[config.mk]
export PLATFORM = sky130hd
export DESIGN_NAME = e_calc
export DESIGN_NICKNAME = d
export VERILOG_FILES = /design/src/rtl/e_calc.sv
export SDC_FILE = /design/constraint.sdc
export NUM_CORES = 2
export LEC_CHECK = 0
export CAP_MARGIN = 15
export CORE_ASPECT_RATIO = 1.2
export CORE_MARGIN = 3
export CORE_UTILIZATION = 35
export DETAILED_ROUTE_END_ITERATION = 16
export MAX_ROUTING_LAYER = met4
export PLACE_DENSITY = 0.61
export SETUP_SLACK_MARGIN = 0.02
export SYNTH_ARGS = -nofsm -noshare
export SYNTH_HDL_FRONTEND = slang
export SYNTH_SLANG_ARGS = --single-unit
[constraint.sdc]
create_clock -name clk -period 241 [get_ports clk]
set_input_delay 48.2 -clock clk [delete_from_list [all_inputs] [get_ports clk]]
set_output_delay 48.2 -clock clk [all_outputs]
set_load 0.02 [all_outputs]
[src/rtl/e_calc.sv]
// Fixed-point Euler's number engine: Horner evaluation of sum 1/k! for k=0..N
// using a word-serial long divider over a WORDS x 16-bit accumulator.
module e_calc #(
   parameter int WORDS  = 32,
   parameter int LOG2_N = 15
) (
   input  logic                  clk,
   input  logic                  rst_n,
   input  logic                  start,
   output logic                  done,
   output logic [16*WORDS-1:0]   out_data
);

   localparam int WW = (WORDS > 1) ? $clog2(WORDS) : 1;

   localparam logic [2:0] S_IDLE   = 3'd0;
   localparam logic [2:0] S_INIT   = 3'd1;
   localparam logic [2:0] S_DIV    = 3'd2;
   localparam logic [2:0] S_ADD1   = 3'd3;
   localparam logic [2:0] S_FINISH = 3'd4;

   localparam logic [15:0]   K_INIT = 16'(1 << LOG2_N);
   localparam logic [WW-1:0] W_TOP  = WW'(WORDS - 1);

   logic [2:0]    state_reg;
   logic [15:0]   acc_reg [WORDS];
   logic [15:0]   res_reg [WORDS];
   logic [15:0]   k_reg;
   logic [15:0]   r_reg;
   logic [WW-1:0] w_reg;
   logic          done_reg;

   logic [31:0]   dividend;
   logic [31:0]   divisor;
   logic [15:0]   quo_next;
   logic [15:0]   rem_next;

   // The running remainder is always below k, so the quotient fits in one word.
   assign dividend = {r_reg, acc_reg[w_reg]};
   assign divisor  = {16'd0, k_reg};
   assign quo_next = 16'(dividend / divisor);
   assign rem_next = 16'(dividend % divisor);

   always_ff @(posedge clk or negedge rst_n) begin
      if (!rst_n) begin
         state_reg <= S_IDLE;
         k_reg     <= 16'd0;
         r_reg     <= 16'd0;
         w_reg     <= '0;
         done_reg  <= 1'b0;
         for (int i = 0; i < WORDS; i++) begin
            acc_reg[i] <= 16'd0;
            res_reg[i] <= 16'd0;
         end
      end else begin
         done_reg <= 1'b0;
         case (state_reg)
            S_IDLE: begin
               if (start)
                  state_reg <= S_INIT;
            end
            S_INIT: begin
               for (int i = 0; i < WORDS - 1; i++)
                  acc_reg[i] <= 16'd0;
               acc_reg[WORDS-1] <= 16'd1;
               k_reg     <= K_INIT;
               r_reg     <= 16'd0;
               w_reg     <= W_TOP;
               state_reg <= S_DIV;
            end
            S_DIV: begin
               acc_reg[w_reg] <= quo_next;
               r_reg          <= rem_next;
               if (w_reg == '0)
                  state_reg <= S_ADD1;
               else
                  w_reg <= w_reg - 1'b1;
            end
            S_ADD1: begin
               // After dividing by k>=1 the integer word is at most 1, so no carry.
               acc_reg[WORDS-1] <= acc_reg[WORDS-1] + 16'd1;
               r_reg <= 16'd0;
               w_reg <= W_TOP;
               if (k_reg == 16'd1) begin
                  state_reg <= S_FINISH;
               end else begin
                  k_reg     <= k_reg - 16'd1;
                  state_reg <= S_DIV;
               end
            end
            S_FINISH: begin
               for (int i = 0; i < WORDS; i++)
                  res_reg[i] <= acc_reg[i];
               done_reg  <= 1'b1;
               state_reg <= S_IDLE;
            end
            default: state_reg <= S_IDLE;
         endcase
      end
   end

   generate
      for (genvar gi = 0; gi < WORDS; gi++) begin : g_out
         assign out_data[gi*16 +: 16] = res_reg[gi];
      end
   endgenerate

   assign done = done_reg;

endmodule

---- Yosys cells after proc, flatten, opt, wreduce, memory -nomap -nowiden ----
Index checks and enable logic that the tools add are counted.
storage, ports and cells
  flip-flop bits (word level) ............. 1065
  input port bits ......................... 3
  word-level logic and storage cells ...... 115
operators by class
  add/sub/neg operators ................... 3
  divide/modulo/power cells ............... 2
  magnitude comparators ................... 2
  eq/ne operators ......................... 9
  mux-type cells .......................... 18
  bitwise logic cells ..................... 1
  reduce and logical (&&, ||, !) cells .... 11
operator list
  cell                                                                           count
  496-bit case mux with 2 select lines                                           1
  512-bit bitwise mux                                                            1
  16-bit binary-select mux with 5-bit select                                     1
  16-bit demux with 5-bit select                                                 1
  16-bit two-way mux                                                             4
  16-bit case mux with 2 select lines                                            2
  16-bit case mux with 3 select lines                                            1
  32-bit by 16-bit divider with 32-bit output                                    1
  32-bit by 16-bit modulo with 32-bit output                                     1
  16-bit by 1-bit adder with 16-bit output (second input constant)               1
  16-bit by 1-bit equality test with 1-bit output (second input constant)        1
  16-bit by 1-bit subtractor with 16-bit output (second input constant)          1
  3-bit case mux with 4 select lines                                             1
  5-bit case mux with 2 select lines                                             1
  3-bit two-way mux                                                              3
  2-bit != test (second input constant)                                          4
  3-bit by 2-bit equality test with 1-bit output (second input constant)         2
  6-bit greater-or-equal comparator (second input constant)                      1
  6-bit by 1-bit less-than comparator with 1-bit output (second input constant)  1
  5-bit NOT with 6-bit output                                                    1
  2-bit AND reduction                                                            3
  2-bit nonzero test                                                             3
  5-bit logical NOT                                                              1
  5-bit two-way mux                                                              1
  other kinds (8)                                                                8

---- Logic depth before layout (Yosys ltp) ----
  depth in word-level cells ............... 7
  depth in mapped cells ................... 485

---- Least setup slack after synthesis ----
Ideal clock, no wire load.
  kind .................................... flip-flop to flip-flop
  from .................................... register k_reg[0]
  to ...................................... register r_reg[10]
  data arrival time ....................... 95136 ps
  setup slack ............................. 145732 ps
  stages on the path, launching flop included .. 468
  path buffers ............................ 47
  period minus slack after synthesis ...... 95268 ps
  cell sequence ........................... dfrtp_1 > inv_1 > ha_1 > nor4b_1 > a41o_1 > a41oi_1 > nor2_1 > ha_1 > or3_1 > and3_1 > nand3_1 > o31ai_2 > ha_1 > a21oi_1 > nand2_1 > nand3_1 > o211ai_2 > nand2_1 > [432 not listed] > a21o_1 > a21o_1 > a21o_1 > a21o_1 > a21o_1 > a21o_1 > a21o_1 > o21ai_0 > nand2b_1 > a211o_1 > a211oi_1 > o2111ai_1 > a2111oi_2 > and4_4 > buf_12 > buf_12 > mux2i_1 > o21ai_1
on the way
  longest elaborated chain between the ends .. 2
ends and longest elaborated chain
  element                                     line  text
  from (decl)                                 28    logic [15:0] k_reg;
  from (signal assigned)                      87    k_reg <= k_reg - 16'd1;
  32-bit by 16-bit modulo with 32-bit output  42    assign rem_next = 16'(dividend % divisor);
  16-bit case mux with 2 select lines         57    case (state_reg)
  to (signal assigned)                        73    r_reg <= rem_next;
  to (decl)                                   29    logic [15:0] r_reg;
No other way between the ends.
A chain may end at the register's enable or synchronous reset.

---- Final worst setup path ----
  from .................................... register k_reg[10]
  to ...................................... register r_reg[9]
The elaborated chain is that of the path after synthesis.

==> qor.txt <==
min cycle time layout - 107.06 ns
gr ovfl total - 0
DR DRC count - 0
Synth Flop Type - dfrtp_1
Worst path most repeated cell - o21a_1
R2R depth - 430
EDFF count, synth - 0
Unique masters post-synth - 121
Routed WL - 268000 um
PnR worst setup slack - 133.95 ns
skew final - 0.0957 ns
post-DR wirelength/cell - 27.7 um
Ports - 516
Worst-Margin Slew - 1.18 ns
dpl ws - 135.04 ns
critical path capture point - r_reg[9]
max cap viols - 0
status - completed
Num CTS Buffers - 109
first-pass GRT wire length - 384000 um
reg-to-reg endpoint - r_reg[9]
Starting Density - 35.3%
synthesized net count - 7194
CP Launch Point - k_reg[10]
area grow syn2layout - 17.2%
Levels on crit path - 430
Die ar. - 195000 sq um
Detail Route Antenna Nets - 0
Worst-Skew Late Latency - 0.80 ns
Root Driver - clkbuf_16
largest net degree at the start of global routing - 175
Mapped Cells - 6789
Buf/Inv on CP - 24
Final nets - 7493
# setup viols final - 0
GPL Wtd Cong - 0.984
asr flop ratio synth - 100%
Area contributors post-synth - dfrtp_1, mux2_2, ha_1, o21ai_0, mux2i_1
register-to-register setup slack - 133.95 ns
clk slew on worst S/H paths - 0.07 ns
Yosys warning total - 0
vias in the first global route - 54521
critical path capture point type - register
CTS Hold Bufs - 0
Worst Hold Class - reg2reg
most frequent cells in the layout - dfrtp_1, o21ai_0, mux2_2
layout cells sized above 1 - 14.3%
Crit-path slowest cell - and4_4
Startpoint Class - register
Avg Inst Size Synth - 9.79 sq um
CP arrival - 107.61 ns
DPL Wire Length - 199000 um
RSZ-0062 raised after global routing - false
Pins Over Slew Limit - 0
Top delay family on crit path - compound AO/OA/AOI/OAI gates
Tot GR Track Use - 27.2%
initial antenna violation count - 18
reg-to-reg critical path startpoint - k_reg[10]
setup total negative slack - 0 ns
f_max - 9.34 MHz
post-synth top area share - 40.1%
Die Wd - 404 um
Critical Path Max Stage Delay - 0.91 ns
area leader, netlist - dfrtp_1
DIE HEIGHT - 483 um
Initial DRT Pass Iterations - 8
H-tree Lvls - 3
DR iter-0 viols - 5672
CTS resizes - 0
post-synthesis sequential area ratio - 40.1%
Worst Path Required - 241.56 ns
Fin. Hold Viols - 0
Via density - 5.96
CTS Buffer Depth - 3
Seq cells post-synth - 1065
CTS tree - yes
vias - 57567
Max-slew headroom - 20.8%
commonest non-fill, non-tap cell in the layout - dfrtp_1
total clock sinks - 1065
postcts setup bufs - 0
worst-path fanout max - 58
IO buf count - 515
critical path class - reg2reg
num rows - 174
area of the mapped netlist - 66500 sq um
Tcrit/Tclk final - 44.4%
total core area - 188000 sq um
==> area by class of cell <==
cell class              instances  area (sq um)
clock inverters                46           618
fillers                     18265        110000
multi-input cells            5202         37800
well taps                    2464          3080
diodes                          9          22.5
inverters                      83           312
repair buffers                627          6180
flip-flops and latches       1065         26700
clock buffers                 156          3140
==> worst min path at each step <==
stage | slack [ns] | start | depth (start not counted) | endpoint
2_1_floorplan | 0.48 | acc_reg[149] | 2 | acc_reg[149]
3_3_place_gp | 0.49 | out_data[268] | 1 | out_data[268]
3_5_place_dp | 0.49 | out_data[170] | 1 | out_data[170]
4_1_cts | 0.50 | acc_reg[70] | 1 | out_data[438]
5_1_grt | 0.52 | out_data[502] | 1 | out_data[502]
6_report | 0.50 | acc_reg[70] | 1 | out_data[438]
==> per-stage QoR <==
stage | cells | hold slack (ns) | cell area, sq um | utilization [%]
global route | 9647 | 0.521 | 77800 | 41.4
global placement | 9434 | 0.489 | 73900 | 39.3
CTS | 9636 | 0.499 | 77700 | 41.3
floorplan | 6789 | 0.480 | 66500 | -
detailed placement | 9434 | 0.495 | 73900 | 39.3
finish | 9652 | 0.500 | 77900 | 41.4
==> metal layers <==
| layer | wire length, um | share of wire, % | vias to the layer above | GRT usage [%] |
|---|---|---|---|---|
| met1 | 113000 | 42 | 28514 | 35.7 |
| met3 | 19600 | 7.3 | 569 | 3.84 |
| li1 | - | - | 25956 | - |
| met2 | 118000 | 44 | 2528 | 40.8 |
| met5 | 0 | 0 | - | - |
| met4 | 16700 | 6.3 | 0 | 14.4 |
==> cells by family after synthesis <==
| group | share of synthesized area, % |
|---|---|
| compound gates | 17.4 |
| xor+xnor | 2.50 |
| fa+ha+maj | 7.61 |
| buf+inv | 3.09 |
| flops | 40.1 |
| mux | 14.7 |
| simple gates | 14.6 |
==> synth_stat cells (132+ instances only) <==
cell and number:
mux2_2 588, nor2_1 316, ha_1 401, a21oi_1 196
o22ai_1 132, mux2i_1 301, nor3_1 253, nand2_1 385
o31ai_1 149, dfrtp_1 1065, clkbuf_1 377, nand3_1 567
o21a_1 210, o21ai_0 628
Power is left out: the tool's default activity adds up to more than one toggle a clock period on the data nets, which glitch-free logic cannot reach.
